$ cat src/rtl/ctrl_pkg.sv
// Shared types for the in-order pipeline control block: opcodes, ALU op
// encoding, the ID/EX control bundle and the memory-wait FSM states.
package ctrl_pkg;

  localparam logic [6:0] OP_R     = 7'b0110011;
  localparam logic [6:0] OP_I     = 7'b0010011;
  localparam logic [6:0] OP_LW    = 7'b0000011;
  localparam logic [6:0] OP_SW    = 7'b0100011;
  localparam logic [6:0] OP_BR    = 7'b1100011;
  localparam logic [6:0] OP_JAL   = 7'b1101111;
  localparam logic [6:0] OP_JALR  = 7'b1100111;
  localparam logic [6:0] OP_LUI   = 7'b0110111;
  localparam logic [6:0] OP_AUIPC = 7'b0010111;

  localparam int CNT_W = 4;

  typedef enum logic [1:0] {
    ADD   = 2'b00,
    BR    = 2'b01,
    FUNCT = 2'b10,
    PASS  = 2'b11
  } alu_op_e;

  typedef struct packed {
    logic    ALUSrc;
    logic    MemtoReg;
    logic    RegWrite;
    logic    MemRead;
    logic    MemWrite;
    alu_op_e ALUOp;
    logic    Branch;
    logic    Jump;
    logic    Illegal;
  } ctrl_t;

  typedef enum logic {
    RUN   = 1'b0,
    MWAIT = 1'b1
  } state_e;

endpackage

$ cat src/rtl/ctrl_pipe_main_decoder.sv
// Combinational main decoder: opcode to control bundle. Jump-class opcodes
// decode only when EN_JUMP is set; anything unrecognised flags Illegal.
module main_decoder
  import ctrl_pkg::*;
#(
  parameter bit EN_JUMP = 1'b1
) (
  input  logic [6:0] i_opcode,
  output ctrl_t      o_ctrl
);

  // Opcode lookup; the bundle defaults to all-zero so each arm sets only its ones
  always_comb begin
    o_ctrl = '0;
    case (i_opcode)
      OP_R: begin
        o_ctrl.RegWrite = 1'b1;
        o_ctrl.ALUOp    = FUNCT;
      end
      OP_I: begin
        o_ctrl.ALUSrc   = 1'b1;
        o_ctrl.RegWrite = 1'b1;
        o_ctrl.ALUOp    = FUNCT;
      end
      OP_LW: begin
        o_ctrl.ALUSrc   = 1'b1;
        o_ctrl.MemtoReg = 1'b1;
        o_ctrl.RegWrite = 1'b1;
        o_ctrl.MemRead  = 1'b1;
        o_ctrl.ALUOp    = ADD;
      end
      OP_SW: begin
        o_ctrl.ALUSrc   = 1'b1;
        o_ctrl.MemWrite = 1'b1;
        o_ctrl.ALUOp    = ADD;
      end
      OP_BR: begin
        o_ctrl.Branch   = 1'b1;
        o_ctrl.ALUOp    = BR;
      end
      OP_JAL, OP_JALR: begin
        if (EN_JUMP) begin
          o_ctrl.Jump     = 1'b1;
          o_ctrl.RegWrite = 1'b1;
          o_ctrl.ALUSrc   = (i_opcode == OP_JALR);
        end else begin
          o_ctrl.Illegal  = 1'b1;
        end
      end
      OP_LUI, OP_AUIPC: begin
        if (EN_JUMP) begin
          o_ctrl.ALUSrc   = 1'b1;
          o_ctrl.RegWrite = 1'b1;
          o_ctrl.ALUOp    = PASS;
        end else begin
          o_ctrl.Illegal  = 1'b1;
        end
      end
      default: o_ctrl.Illegal = 1'b1;
    endcase
  end

endmodule

$ cat src/rtl/ctrl_pipe.sv
// Pipeline control: ID/EX control register, EX/MEM memory flag, load-use
// hazard detection and a memory-wait FSM that freezes the front of the
// pipe for MEM_LAT cycles whenever a load or store enters MEM.
module ctrl_pipe
  import ctrl_pkg::*;
#(
  parameter int REG_AW  = 5,
  parameter int MEM_LAT = 0,
  parameter bit EN_JUMP = 1'b1
) (
  input  logic              clk,
  input  logic              reset,
  input  logic              id_valid,
  input  logic [6:0]        id_opcode,
  input  logic [REG_AW-1:0] id_rs1,
  input  logic [REG_AW-1:0] id_rs2,
  input  logic [REG_AW-1:0] id_rd,
  input  logic              ex_flush,
  output ctrl_t             ex_ctrl,
  output logic [REG_AW-1:0] ex_rd,
  output logic              ex_valid,
  output logic              mem_op,
  output logic              pc_write,
  output logic              ifid_write,
  output logic              stall
);

  localparam logic [CNT_W-1:0] LAT_M1 = (MEM_LAT > 0) ? CNT_W'(MEM_LAT - 1) : '0;

  ctrl_t             w_dec;
  logic              w_mwait;
  logic              w_load_use;
  logic              w_bubble;
  logic              w_mem_next;

  ctrl_t             r_ex_ctrl;
  logic [REG_AW-1:0] r_ex_rd;
  logic              r_ex_valid;
  logic              r_mem_op;
  state_e            r_state;
  logic [CNT_W-1:0]  r_cnt;

  main_decoder #(.EN_JUMP(EN_JUMP)) u_dec (
    .i_opcode (id_opcode),
    .o_ctrl   (w_dec)
  );

  assign w_mwait    = (r_state == MWAIT);
  // rd==x0 never creates a dependency, and an empty ID slot never stalls
  assign w_load_use = id_valid && r_ex_valid && r_ex_ctrl.MemRead &&
                      (r_ex_rd != '0) && ((r_ex_rd == id_rs1) || (r_ex_rd == id_rs2));
  assign w_bubble   = ex_flush || w_load_use || !id_valid;
  assign w_mem_next = r_ex_valid && (r_ex_ctrl.MemRead || r_ex_ctrl.MemWrite);

  // Memory wait dominates; a flush cancels the load-use stall it would kill anyway
  assign stall      = w_mwait || (!ex_flush && w_load_use);
  assign pc_write   = !stall;
  assign ifid_write = !stall;

  assign ex_ctrl  = r_ex_ctrl;
  assign ex_rd    = r_ex_rd;
  assign ex_valid = r_ex_valid;
  assign mem_op   = r_mem_op;

  // ID/EX register: frozen during memory wait, bubble on flush/hazard/empty ID
  always_ff @(posedge clk or posedge reset) begin
    if (reset) begin
      r_ex_ctrl  <= '0;
      r_ex_rd    <= '0;
      r_ex_valid <= 1'b0;
    end else if (!w_mwait) begin
      if (w_bubble) begin
        r_ex_ctrl  <= '0;
        r_ex_rd    <= '0;
        r_ex_valid <= 1'b0;
      end else begin
        r_ex_ctrl  <= w_dec;
        r_ex_rd    <= id_rd;
        r_ex_valid <= 1'b1;
      end
    end
  end

  // EX/MEM flag: marks a load/store in MEM, held while waiting on memory
  always_ff @(posedge clk or posedge reset) begin
    if (reset) begin
      r_mem_op <= 1'b0;
    end else if (!w_mwait) begin
      r_mem_op <= w_mem_next;
    end
  end

  // Memory-wait FSM: each load/store entering MEM costs MEM_LAT stall cycles
  always_ff @(posedge clk or posedge reset) begin
    if (reset) begin
      r_state <= RUN;
      r_cnt   <= '0;
    end else begin
      case (r_state)
        RUN: begin
          if ((MEM_LAT > 0) && w_mem_next) begin
            r_state <= MWAIT;
            r_cnt   <= LAT_M1;
          end
        end
        MWAIT: begin
          if (r_cnt == '0) begin
            r_state <= RUN;
          end else begin
            r_cnt <= r_cnt - 1'b1;
          end
        end
        default: r_state <= RUN;
      endcase
    end
  end

endmodule
$ cat config.mk
export PLATFORM = sky130hd
export DESIGN_NAME = ctrl_pipe
export DESIGN_NICKNAME = d
export VERILOG_FILES = /design/src/rtl/ctrl_pkg.sv /design/src/rtl/ctrl_pipe_main_decoder.sv /design/src/rtl/ctrl_pipe.sv
export SDC_FILE = /design/constraint.sdc
export NUM_CORES = 1
export LEC_CHECK = 0
export CORE_MARGIN = 10
export CORE_UTILIZATION = 43
export CTS_CLUSTER_SIZE = 30
export DETAILED_ROUTE_END_ITERATION = 7
export HOLD_SLACK_MARGIN = 0.15
export PLACE_DENSITY = 0.79
export SLEW_MARGIN = 40
export SYNTH_ARGS = -nofsm -noshare
export SYNTH_HDL_FRONTEND = slang
export SYNTH_SLANG_ARGS = --single-unit
$ cat constraint.sdc
create_clock -name clk -period 2.3 [get_ports clk]
set_clock_uncertainty 0.15 [all_clocks]
set_input_delay 0.23 -clock clk [delete_from_list [all_inputs] [get_ports clk]]
set_output_delay 0.23 -clock clk [all_outputs]
set_load 0.05 [all_outputs]
==> reports/results.md <==
* finished, final reports clean — result of the run
* 9.97 um2 — Avg Synthesized Cell Area
* flop to flop — min-delay worst type
* 98.2 ps — Post-Place Setup Slack
* 18 — number of standard-cell rows in the floorplan
* 190 — number of inserted filler cells in the final layout
* 52.8% — Layout area overhead
* 0.00166 mm2 — placed standard-cell area
* 21 — post-synthesis register bit count
* 0 — remaining global-route overflow
* 1081 — total via count after detailed routing
* 12.4% — All-Layer GR Usage
* 0.449 GHz — timing-limited maximum frequency
* 21 x sky130_fd_sc_hd__dfrtp_1, 15 x sky130_fd_sc_hd__nand2_1 — leading cell types by count after synthesis
* 5.26 mm — wire length of the first global-routing pass
* 0.00252 mm2 — core region area
* output pin — endpoint class of the critical path
* 46 — total I/O pin count
* 17.8% — share of post-route cells with drive strength above 1
* 0 — number of max-slew violations in the final report
* xnor2_1, nand3_1, nor3_4, o21a_4, a21o_1, buf_12 — cell breakdown of the critical path
* 45.5% — sequential area share after synthesis
* 96.9% — final worst path period share
* 45 — input/output buffers
* 45.8% — Starting Density
* 45.5% — share of the synthesized area in the top cell type
* 9.09% — post-synthesis xor/xnor area fraction
* 18.2% — post-synthesis simple-gate area fraction
* 0.000755 uW — leakage dissipation
* 0% — mux share of post-synthesis cell area
* sky130_fd_sc_hd__dfrtp_1 — slowest stage cell, crit path
* 71.9 um — Chip Width
* 290 ps — clock latency at the later pin of the worst-skew pair
* 5.43 — post-detailed-route via-to-cell ratio
* 2 — buffer levels on the longest clock path
* 0 — number of setup violations in the final report
* 21.5% — complex-gate fraction of the synthesized area
* 0 — antenna diode count
* 0.00516 mm2 — area of the die
* 0 — EDFF count, synth
* 100% — async set-or-reset flop fraction in the synthesized netlist
* 70 — DR iter-0 viols
* 21 — number of clock sinks
* sky130_fd_sc_hd__dfrtp_1 — most area-hungry cell type in the Yosys netlist
* 143 — number of nets produced by synthesis
* 1920 ps — critical path required time
* sky130_fd_sc_hd__clkbuf_4 — buffer cell driving the clock tree root
* compound AO/OA/AOI/OAI gates — largest family of logic cells by synthesized area
* 0 — final hold violation count
* 3 — Num CTS Buffers
* 460 ps — worst stage delay on the critical path
* 116 — Mapped Cells
* 190 — Inst Count DP
* 3.29 mm — post-detailed-routing wire length
* 0 — Synth warnings
* 22 — maximum number of pins on one net before global-route repair
* 199 — non-filler instance count after layout
* 197 — final net count
* 0 — number of nets still failing antenna checks after routing
* flip-flops — largest delay contributor family on the critical path
* 1101 — number of global-route vias before repair
* flop to output pin — critical setup path kind
* 1.08% — adder and majority gate portion of the synthesized area
* sky130_fd_sc_hd__dfrtp_1 — dominant register cell in the synthesized netlist
* 71.9 um — vertical die dimension
* 0 — DRC errors left
* 32 — post-synthesis cell type count
* 2230 ps — fin crit period
* 70.7 ps — setup slack after layout
* built — clock tree from TritonCTS
* 6 — worst-path maximum fanout
* 0 — number of maximum-capacitance violations
* 120 ps — clock input transition at the sequential cells of the worst setup and hold paths
* flop — startpoint types
* sky130_fd_sc_hd__dfrtp_1 — most used standard cell by instance count after synthesis
* sky130_fd_sc_hd__dfrtp_1 45%, sky130_fd_sc_hd__a32o_1 6.1%, sky130_fd_sc_hd__xnor2_1 5.3% — Area contributors post-synth
* 0.00116 mm2 — Syn Std Cell Area
* 0.795 — GPL Wtd Cong
* 522 ps — Least-Margin Pin Slew
* 1 — worst path bufs/invs
* 65.1% — Max-Slew Margin vs Limit
* 16.5 um — DR WL/cell
* 0.000332 V — Worst IR Drop VDD
* 2.56 mm — half-perimeter wire length after placement
* 0.00177 mm2 — final cell area excluding filler cells
* 1850 ps — arrival time of the worst setup path
* 0 — initial antenna violation count
* 1 — deepest level of the CTS H-tree
* 347 ps — Post-Route Hold Slack
* 402 mW/mm2 — power density of the placed cells
* 4 — first drt pass iteration count
## flip-flops by register name (all words and copies together) (netlist names)
name,flops
ex_ctrl,9
mem_op,1
ex_valid,1
r_cnt,4
r_state,1
ex_rd,5
## cells in the final DEF, fill, tap and decap left out, drive strengths merged
| cell type | count |
|---|---|
| clkdlybuf4s50 | 42 |
| or3b | 1 |
| nand2b | 3 |
| buf | 11 |
| nand3 | 5 |
| nor4 | 1 |
| o21ai | 8 |
| a32o | 7 |
| a22o | 2 |
| o31ai | 3 |
| a21o | 1 |
| nor3b | 2 |
| xnor2 | 7 |
| a31oi | 1 |
| nand2 | 15 |
| xor2 | 5 |
| nor2 | 6 |
| a21oi | 4 |
| o41ai | 2 |
| o21a | 1 |
| dlygate4sd3 | 1 |
| o22ai | 1 |
| dfrtp | 21 |
| clkinv | 1 |
| a211oi | 1 |
| nand4 | 1 |
| inv | 7 |
| nor3 | 5 |
| clkbuf | 3 |
| ha | 1 |
## routing by layer
metal  vias to the layer above  routed length (um)  GRT usage (%)
met5                         -                   0              0
met4                         0                  34           4.52
met3                         2                 270           3.17
met2                        42                1640           20.8
met1                       515                1350           14.8
li1                        522                   -              -
## area by class of cell
| cell class | count | area [um2] | share of cell area, % |
|---|---|---|---|
| Clock buffer | 3 | 22.5 | 1.27 |
| Sequential cell | 21 | 529 | 30.0 |
| Clock inverter | 1 | 5.00 | 0.283 |
| Tap cell | 30 | 37.5 | 2.12 |
| Timing Repair Buffer | 54 | 526 | 29.7 |
| Multi-Input combinational cell | 83 | 621 | 35.1 |
| Inverter | 7 | 26.3 | 1.49 |
## logic make-up (layout without fill, tap and decap cells)
| family | Yosys count | count (layout) |
|---|---|---|
| AO/OA/AOI/OAI | 31 | 31 |
| XOR/XNOR | 12 | 12 |
| adder cells (fa/ha/maj) | 1 | 1 |
| buffers and inverters | 12 | 65 |
| flip-flops | 21 | 21 |
| AND/OR/NAND/NOR | 39 | 39 |
## worst register-to-register path: stages (launching register included)
cell and delay [ps]:
sky130_fd_sc_hd__dfrtp_2 470, sky130_fd_sc_hd__xnor2_2 200, sky130_fd_sc_hd__nand3_2 120, sky130_fd_sc_hd__nor3_4 210, sky130_fd_sc_hd__buf_4 140, sky130_fd_sc_hd__o21ai_2 140, sky130_fd_sc_hd__a32o_1 310
## worst paths after layout
path	from	to	slack (ps)	depth (start not counted)
max	ex_rd[2]	stall	70	6
min	ex_ctrl[2]	ex_ctrl[2]	350	2
max reg2reg	ex_rd[4]	ex_rd[4]	470	6
min reg2reg	ex_ctrl[2]	ex_ctrl[2]	350	2
max in group asynchronous	reset	ex_rd[4]	1120	4
min in group asynchronous	reset	ex_ctrl[7]	650	4
## per-stage QoR
step	setup TNS [ps]	util, %	total power (uW)
finish	0	70.0	710
floorplan	0	-	457
global route	-14.6	70.0	747
CTS	0	67.4	707
detailed placement	0	65.9	535
global placement	0	65.9	531
## what timing repair did
action | CTS | global route
resized for setup | 0 | 8
setup endpoints to repair | 1 | 3
hold buffers | 1 | 0
pin swaps | 2 | 2
gates cloned | 0 | 0
buffers inserted | 0 | 4
hold endpoints to repair | 21 | 0
## power by group
| part | switching [uW] | internal [uW] |
|---|---|---|
| sequential | 8.03 | 375 |
| combinational | 76.5 | 78.3 |
| clock | 107 | 64.6 |
| total | 191 | 518 |
Power figures use the tool's default switching activity.
